[config.mk]
export PLATFORM = sky130hd
export DESIGN_NAME = ar_split_engine
export DESIGN_NICKNAME = d
export VERILOG_FILES = /design/src/rtl/ar_split_engine.sv
export SDC_FILE = /design/constraint.sdc
export NUM_CORES = 1
export LEC_CHECK = 0
export CAP_MARGIN = 20
export CORE_MARGIN = 2
export CORE_UTILIZATION = 61
export CTS_CLUSTER_DIAMETER = 150
export CTS_CLUSTER_SIZE = 25
export DETAILED_ROUTE_END_ITERATION = 8
export PLACE_DENSITY = 0.9
export SLEW_MARGIN = 15
export SYNTH_ARGS = -nofsm -noshare
export SYNTH_HDL_FRONTEND = slang
export SYNTH_SLANG_ARGS = --single-unit
[constraint.sdc]
create_clock -name aclk -period 10.2 [get_ports aclk]
set_clock_uncertainty 0.15 [all_clocks]
set_input_delay 2.04 -clock aclk [delete_from_list [all_inputs] [get_ports aclk]]
set_output_delay 2.04 -clock aclk [all_outputs]
set_load 0.01 [all_outputs]
[src/rtl/ar_split_engine.sv]
// ar_split_engine: rescales wide-master AXI read bursts to the narrow slave beat size and
// splits them into legal slave bursts, pushing one repacker descriptor per slave burst.
module ar_split_engine #(
    parameter int ADDR_WIDTH    = 32,
    parameter int ID_WIDTH      = 3,
    parameter int LEN_WIDTH     = 8,
    parameter int M_DATA_WIDTH  = 128,
    parameter int S_DATA_WIDTH  = 32,
    parameter int MAX_BURST_LEN = 256,
    parameter int RL_WIDTH      = $clog2(M_DATA_WIDTH / S_DATA_WIDTH) + 1,
    parameter int XFER_WIDTH    = ID_WIDTH + RL_WIDTH + LEN_WIDTH + 1
) (
    input  logic                  aclk,
    input  logic                  arst,
    input  logic [ID_WIDTH-1:0]   m_arid,
    input  logic [ADDR_WIDTH-1:0] m_araddr,
    input  logic [LEN_WIDTH-1:0]  m_arlen,
    input  logic [2:0]            m_arsize,
    input  logic [1:0]            m_arburst,
    input  logic                  m_arvalid,
    output logic                  m_arready,
    output logic [ID_WIDTH-1:0]   s_arid,
    output logic [ADDR_WIDTH-1:0] s_araddr,
    output logic [LEN_WIDTH-1:0]  s_arlen,
    output logic [2:0]            s_arsize,
    output logic [1:0]            s_arburst,
    output logic                  s_arvalid,
    input  logic                  s_arready,
    input  logic                  xfer_full,
    output logic                  xfer_valid,
    output logic [XFER_WIDTH-1:0] xfer_data
);
    localparam int S_SZ  = $clog2(S_DATA_WIDTH / 8);
    localparam int M_SZ  = $clog2(M_DATA_WIDTH / 8);
    localparam int CNT_W = LEN_WIDTH + RL_WIDTH + 1;
    localparam int BW    = (CNT_W > 13) ? CNT_W : 13;
    localparam logic [BW-1:0] MAX_B = BW'(MAX_BURST_LEN);
    localparam logic [1:0] B_FIXED = 2'd0;
    localparam logic [1:0] B_INCR  = 2'd1;
    localparam logic [1:0] B_WRAP  = 2'd2;

    typedef enum logic [1:0] {ST_IDLE, ST_CALC, ST_ISSUE} state_t;

    state_t state_q, state_d;

    logic                  arready_q;
    logic [ID_WIDTH-1:0]   id_q;
    logic [ADDR_WIDTH-1:0] addr_q;
    logic [2:0]            sz_q, osz_q;
    logic [RL_WIDTH-1:0]   rl_q;
    logic [1:0]            burst_q;
    logic [CNT_W-1:0]      total_q, rem_q, beats_q;
    logic                  first_q;

    logic [ID_WIDTH-1:0]   s_arid_q;
    logic [ADDR_WIDTH-1:0] s_araddr_q;
    logic [LEN_WIDTH-1:0]  s_arlen_q;
    logic [2:0]            s_arsize_q;
    logic [1:0]            s_arburst_q;
    logic                  s_arvalid_q;
    logic                  last_q;

    logic m_hs, s_hs;

    function automatic logic [BW-1:0] min2(input logic [BW-1:0] a, input logic [BW-1:0] b);
        return (a < b) ? a : b;
    endfunction

    function automatic logic is_wrap_len(input logic [BW-1:0] n);
        return (n == BW'(2)) || (n == BW'(4)) || (n == BW'(8)) || (n == BW'(16));
    endfunction

    assign m_hs = m_arvalid & arready_q;
    assign s_hs = s_arvalid_q & s_arready;

    // Size clamping and beat rescaling of the incoming master request
    logic [2:0]          sz_c, osz_c;
    logic [RL_WIDTH-1:0] rl_c;
    logic [CNT_W-1:0]    total_c;

    always_comb begin
        sz_c    = (m_arsize > 3'(M_SZ)) ? 3'(M_SZ) : m_arsize;
        osz_c   = (sz_c > 3'(S_SZ)) ? 3'(S_SZ) : sz_c;
        rl_c    = RL_WIDTH'(sz_c - osz_c);
        total_c = (CNT_W'(m_arlen) + CNT_W'(1)) << rl_c;
    end

    // Next sub-burst selection
    logic [ADDR_WIDTH-1:0] a_mask, a_align, sz_mask, win, base, calc_addr;
    logic [BW-1:0]         rem_w, lim_4k, wrap_first, calc_beats;
    logic [1:0]            calc_burst;

    always_comb begin
        a_mask     = ~((ADDR_WIDTH'(1) << osz_q) - ADDR_WIDTH'(1));
        a_align    = addr_q & a_mask;
        sz_mask    = ~((ADDR_WIDTH'(1) << sz_q) - ADDR_WIDTH'(1));
        win        = ADDR_WIDTH'(total_q) << osz_q;
        base       = addr_q & ~(win - ADDR_WIDTH'(1));
        rem_w      = BW'(rem_q);
        lim_4k     = (BW'(4096) - BW'(a_align[11:0])) >> osz_q;
        wrap_first = BW'((win - (a_align - base)) >> osz_q);
        calc_addr  = addr_q;
        calc_beats = min2(rem_w, MAX_B);
        calc_burst = B_INCR;
        case (burst_q)
            B_FIXED: begin
                if (rl_q == '0) begin
                    calc_burst = B_FIXED;
                end else begin
                    calc_addr  = addr_q & sz_mask;
                    calc_beats = BW'(1) << rl_q;
                end
            end
            // Only an unscaled WRAP of a legal length passes through; rescaled ones become INCR pieces
            B_WRAP: begin
                if (rl_q == '0 && is_wrap_len(rem_w)) begin
                    calc_beats = rem_w;
                    calc_burst = B_WRAP;
                end else if (first_q) begin
                    calc_beats = min2(rem_w, wrap_first);
                end else begin
                    calc_addr  = base;
                    calc_beats = rem_w;
                end
            end
            default: calc_beats = min2(calc_beats, lim_4k);
        endcase
    end

    always_ff @(posedge aclk or posedge arst) begin
        if (arst) state_q <= ST_IDLE;
        else      state_q <= state_d;
    end

    always_comb begin
        state_d = state_q;
        case (state_q)
            ST_IDLE:  if (m_hs) state_d = ST_CALC;
            ST_CALC:  if (!xfer_full) state_d = ST_ISSUE;
            ST_ISSUE: if (s_hs) state_d = (rem_q == beats_q) ? ST_IDLE : ST_CALC;
            default:  state_d = ST_IDLE;
        endcase
    end

    always_ff @(posedge aclk or posedge arst) begin
        if (arst) begin
            arready_q   <= 1'b0;
            id_q        <= '0;
            addr_q      <= '0;
            sz_q        <= '0;
            osz_q       <= '0;
            rl_q        <= '0;
            burst_q     <= '0;
            total_q     <= '0;
            rem_q       <= '0;
            beats_q     <= '0;
            first_q     <= 1'b0;
            s_arid_q    <= '0;
            s_araddr_q  <= '0;
            s_arlen_q   <= '0;
            s_arsize_q  <= '0;
            s_arburst_q <= '0;
            s_arvalid_q <= 1'b0;
            last_q      <= 1'b0;
        end else begin
            arready_q   <= (state_d == ST_IDLE);
            s_arvalid_q <= (state_d == ST_ISSUE);
            if (m_hs) begin
                id_q    <= m_arid;
                addr_q  <= m_araddr;
                sz_q    <= sz_c;
                osz_q   <= osz_c;
                rl_q    <= rl_c;
                burst_q <= m_arburst;
                total_q <= total_c;
                rem_q   <= total_c;
                first_q <= 1'b1;
            end
            if (state_q == ST_CALC) begin
                s_arid_q    <= id_q;
                s_araddr_q  <= calc_addr;
                s_arlen_q   <= LEN_WIDTH'(calc_beats - BW'(1));
                s_arsize_q  <= osz_q;
                s_arburst_q <= calc_burst;
                beats_q     <= CNT_W'(calc_beats);
                last_q      <= (rem_w == calc_beats);
            end
            if (s_hs) begin
                rem_q   <= rem_q - beats_q;
                first_q <= 1'b0;
                // INCR continues from the aligned start of the piece just issued
                if (burst_q != B_FIXED && burst_q != B_WRAP)
                    addr_q <= (s_araddr_q & a_mask) + (ADDR_WIDTH'(beats_q) << osz_q);
            end
        end
    end

    assign m_arready  = arready_q;
    assign s_arid     = s_arid_q;
    assign s_araddr   = s_araddr_q;
    assign s_arlen    = s_arlen_q;
    assign s_arsize   = s_arsize_q;
    assign s_arburst  = s_arburst_q;
    assign s_arvalid  = s_arvalid_q;
    assign xfer_valid = s_hs;
    assign xfer_data  = {s_arid_q, rl_q, s_arlen_q, last_q};

endmodule

==> load_flow_metrics.sql <==
INSERT INTO impl_metrics (metric_group, metric, value, unit) VALUES
('outcome', 'outcome', 'complete, no violations', ''),
('finish', 'final_nets', '2062', ''),
('cts', 'cts-root-to-sink-buffers', '2', ''),
('critical_path', 'crit_path_start_kind', 'flop', ''),
('logic_synthesis', 'synth_warnings', '0', ''),
('critical_path', 'critPathKind', 'reg -> reg', ''),
('drt', 'antenna_violating_nets_post_route', '0', ''),
('critical_path', 'ff2ff_setup_slack', '690', 'ps'),
('die', 'dieWidth', '159', 'µm'),
('die', 'start_util', '62.1', '%'),
('logic_synthesis', 'synth_mux_area_share', '6.16', '%'),
('logic_synthesis', 'synth-async-reset-ratio', '100', '%'),
('cts', 'holdBufCountCts', '0', ''),
('logic_synthesis', 'number_of_different_library_cells_in_the_post_synthesis_netlist', '98', ''),
('critical_path', 'cp-endpoint', 's_arlen[6]', ''),
('global_routing', 'grt_max_degree', '85', ''),
('sta', 'setup_viol', '0', ''),
('logic_synthesis', 'synthesis.area_per_instance', '7.69', 'µm²'),
('drt', 'wire_per_inst', '23.5', 'µm'),
('cts', 'root_buffer', 'sky130_fd_sc_hd__clkbuf_16', ''),
('sta', 'timing.final.crit_share', '93.3', '%'),
('die', 'pin_count', '119', ''),
('die', 'die-area', '0.0251', 'mm²'),
('global_routing', 'gr-total-overflow', '0', ''),
('die', 'die_height', '159', 'µm'),
('cts', 'cts_htree_levels', '4', ''),
('placed_design', 'hpwlAfterDp', '39.3', 'mm'),
('global_routing', 'antenna_violations_before_repair', '0', ''),
('critical_path', 'timing.critical_path.from', 'osz_q[1]', ''),
('logic_synthesis', 'ys_seq_elements', '136', ''),
('critical_path', 'worstSetupPathDepth', '35', ''),
('sta', 'worstMarginPinSlew', '1090', 'ps'),
('sta', 'finalWorstPathRequiredPeriod', '9510', 'ps'),
('critical_path', 'critical-path-top-delay-family', 'simple AND/OR/NAND/NOR gates', ''),
('drt', 'routed_wirelength', '52.6', 'mm'),
('drt', 'via_count', '15200', ''),
('critical_path', 'critPathSlowestCell', 'sky130_fd_sc_hd__dfrtp_2', ''),
('cts', 'clock_insertion_delay_worst_skew', '440', 'ps'),
('critical_path', 'r2r_start', 'osz_q[1]', ''),
('cts', 'cts_tree', 'yes', ''),
('sta', 'timing.slew.headroom', '26.9', '%'),
('logic_synthesis', 'xor_xnor_share_of_the_synthesized_area', '4.99', '%'),
('finish', 'syn2layout_area_growth', '11.5', '%'),
('global_routing', 'track_usage', '41.9', '%'),
('drt', 'drt_iter0_markers', '1832', ''),
('sta', 'slew_viol_final', '0', ''),
('critical_path', 'crit_path_max_fanout', '36', ''),
('logic_synthesis', 'main_combinational_cell_family_by_area_after_synthesis', 'compound AO/OA/AOI/OAI gates', ''),
('logic_synthesis', 'synth.yosys.seq_area_share', '23.4', '%'),
('sta', 'hold-worst-slack', '330', 'ps'),
('logic_synthesis', 'cell_area_synth', '0.0146', 'mm²'),
('placed_design', 'post-place-ws', '854', 'ps'),
('finish', 'antenna-diode-count', '0', ''),
('finish', 'layout.filler_cells', '1891', ''),
('logic_synthesis', 'synth-adder-area-share', '9.75', '%'),
('die', 'core_area', '0.0235', 'mm²'),
('sta', 'rsz_0062_raised_after_global_routing', 'false', ''),
('critical_path', 'worst_ep_required_time', '10400', 'ps'),
('sta', 'timing.fmax', '105', 'MHz'),
('logic_synthesis', 'synth-simple-area-share', '22.8', '%'),
('cts', 'clk_transition_reported_paths', '70', 'ps'),
('finish', 'layout-drive-gt1-share', '6.51', '%'),
('sta', 'setup_tns', '0', 'ps'),
('cts', 'postCtsResizedCells', '0', ''),
('cts', 'tritoncts.num_buffers', '17', ''),
('global_routing', 'grt_pass1_wl', '80.8', 'mm'),
('placed_design', 'globalplace.congestion', '1.00', ''),
('logic_synthesis', 'synth_edf_count', '0', ''),
('drt', 'routed_via_density', '6.80', ''),
('global_routing', 'grt_pass1_vias', '14400', ''),
('critical_path', 'r2r-end', 's_arlen[6]', '');
-- cell families (layout without fill, tap and decap cells) --
group	count (synthesis)	after routing
xor gates and xnor gates	83	83
DFF	136	136
AOI/OAI and AO/OA	554	554
buffers and inverters	245	270
and+or+nand+nor	700	700
adders and majority gates	101	101
other	2	4
muxes	73	73
-- per-layer routing --
metal  track usage [%]  routed length [µm]  vias up
met2              65.6               23600      969
met5                 0                   0        -
met1              55.0               20700     7266
li1                  -                   -     6821
met3              9.44                5610      184
met4              20.1                2720        0
-- through the flow --
stage                     cell area, µm²  instances  utilization [%]
after floorplan                    14600       1896                -
after global placement             15700       2208             66.7
after detailed placement           15700       2208             66.7
after CTS                          16200       2240             69.2
after global routing               16200       2240             69.2
final                              16200       2240             69.2
-- worst reg2reg max path, delay by kind of cell, from the launching register on --
family                     cells  cell delay, ps
buffers and inverters          3             610
and+or+nand+nor               13            3630
adders and majority gates      3            1070
xor gates and xnor gates       2             420
DFF                            1             700
AOI/OAI and AO/OA             13            2570
muxes                          1             310
-- final cells by class --
cell class	count	area (µm²)	share of cell area, %
Inverter	96	365	2.25
Tap cell	319	399	2.46
Multi-Input combinational cell	1515	10100	62.3
Sequential cell	136	3410	21.0
Timing Repair Buffer	142	1360	8.38
Clock inverter	14	154	0.947
Clock buffer	18	439	2.70
-- worst min path at each step --
stage | start | end | cells past startpoint
CTS | id_q[1] | id_q[1] | 2
global route | id_q[1] | s_arid[1] | 2
floorplan | id_q[0] | s_arid[0] | 2
finish | id_q[1] | id_q[1] | 2
detailed placement | s_arburst[1] | s_arburst[1] | 2
global placement | id_q[2] | s_arid[2] | 2
-- Yosys cell counts (all sizes together), types with 7 or more instances --
library cell	instances	area share [%]
or2	18	0.77
nand3	34	1.3
nand4	16	0.69
inv	94	2.4
and3	37	1.6
xnor2	50	3.0
a21boi	7	0.36
mux2	11	0.85
a311oi	10	0.64
nand2b	21	0.90
and2	29	1.3
nor4	12	0.52
o22ai	9	0.39
a22o	13	0.78
nand3b	8	0.41
a21oi	102	3.6
a21o	29	1.5
o21ai	148	5.1
ha	80	6.9
a32o	9	0.62
mux4	11	1.7
nor2	140	3.6
buf	48	2.2
xor2	33	2.0
or3	24	1.0
o2111ai	9	0.54
fa	21	2.9
o221ai	10	0.60
a221oi	7	0.54
o211ai	23	1.2
a31oi	44	1.9
nor2b	19	0.82
nor3	33	1.2
mux2i	51	3.6
dfrtp	136	23
nand2	290	7.6
o21a	19	0.98
a211o	11	0.66
clkbuf	101	2.6
a211oi	28	1.4
-- placed cells by master (no fill, tap or decap), types with 49 or more instances in the layout --
cell | netlist | final
sky130_fd_sc_hd__a21oi_1 | 100 | 100
sky130_fd_sc_hd__clkdlybuf4s50_1 | 0 | 118
sky130_fd_sc_hd__dfrtp_1 | 136 | 133
sky130_fd_sc_hd__ha_1 | 80 | 80
sky130_fd_sc_hd__inv_1 | 93 | 92
sky130_fd_sc_hd__mux2i_1 | 49 | 49
sky130_fd_sc_hd__nand2_1 | 287 | 286
sky130_fd_sc_hd__nor2_1 | 140 | 140
sky130_fd_sc_hd__o21ai_0 | 141 | 141
sky130_fd_sc_hd__xnor2_1 | 50 | 50
-- state kept, by name, summed over array words and instances, names as in the netlist, 8 cells and up --
| signal | flops |
|---|---|
| addr_q | 32 |
| s_araddr | 32 |
| beats_q | 12 |
| rem_q | 12 |
| total_q | 12 |
| s_arlen | 8 |
Power is not shown: default switching activity piles up to over one toggle a cycle in this logic, so the estimate is an artifact.
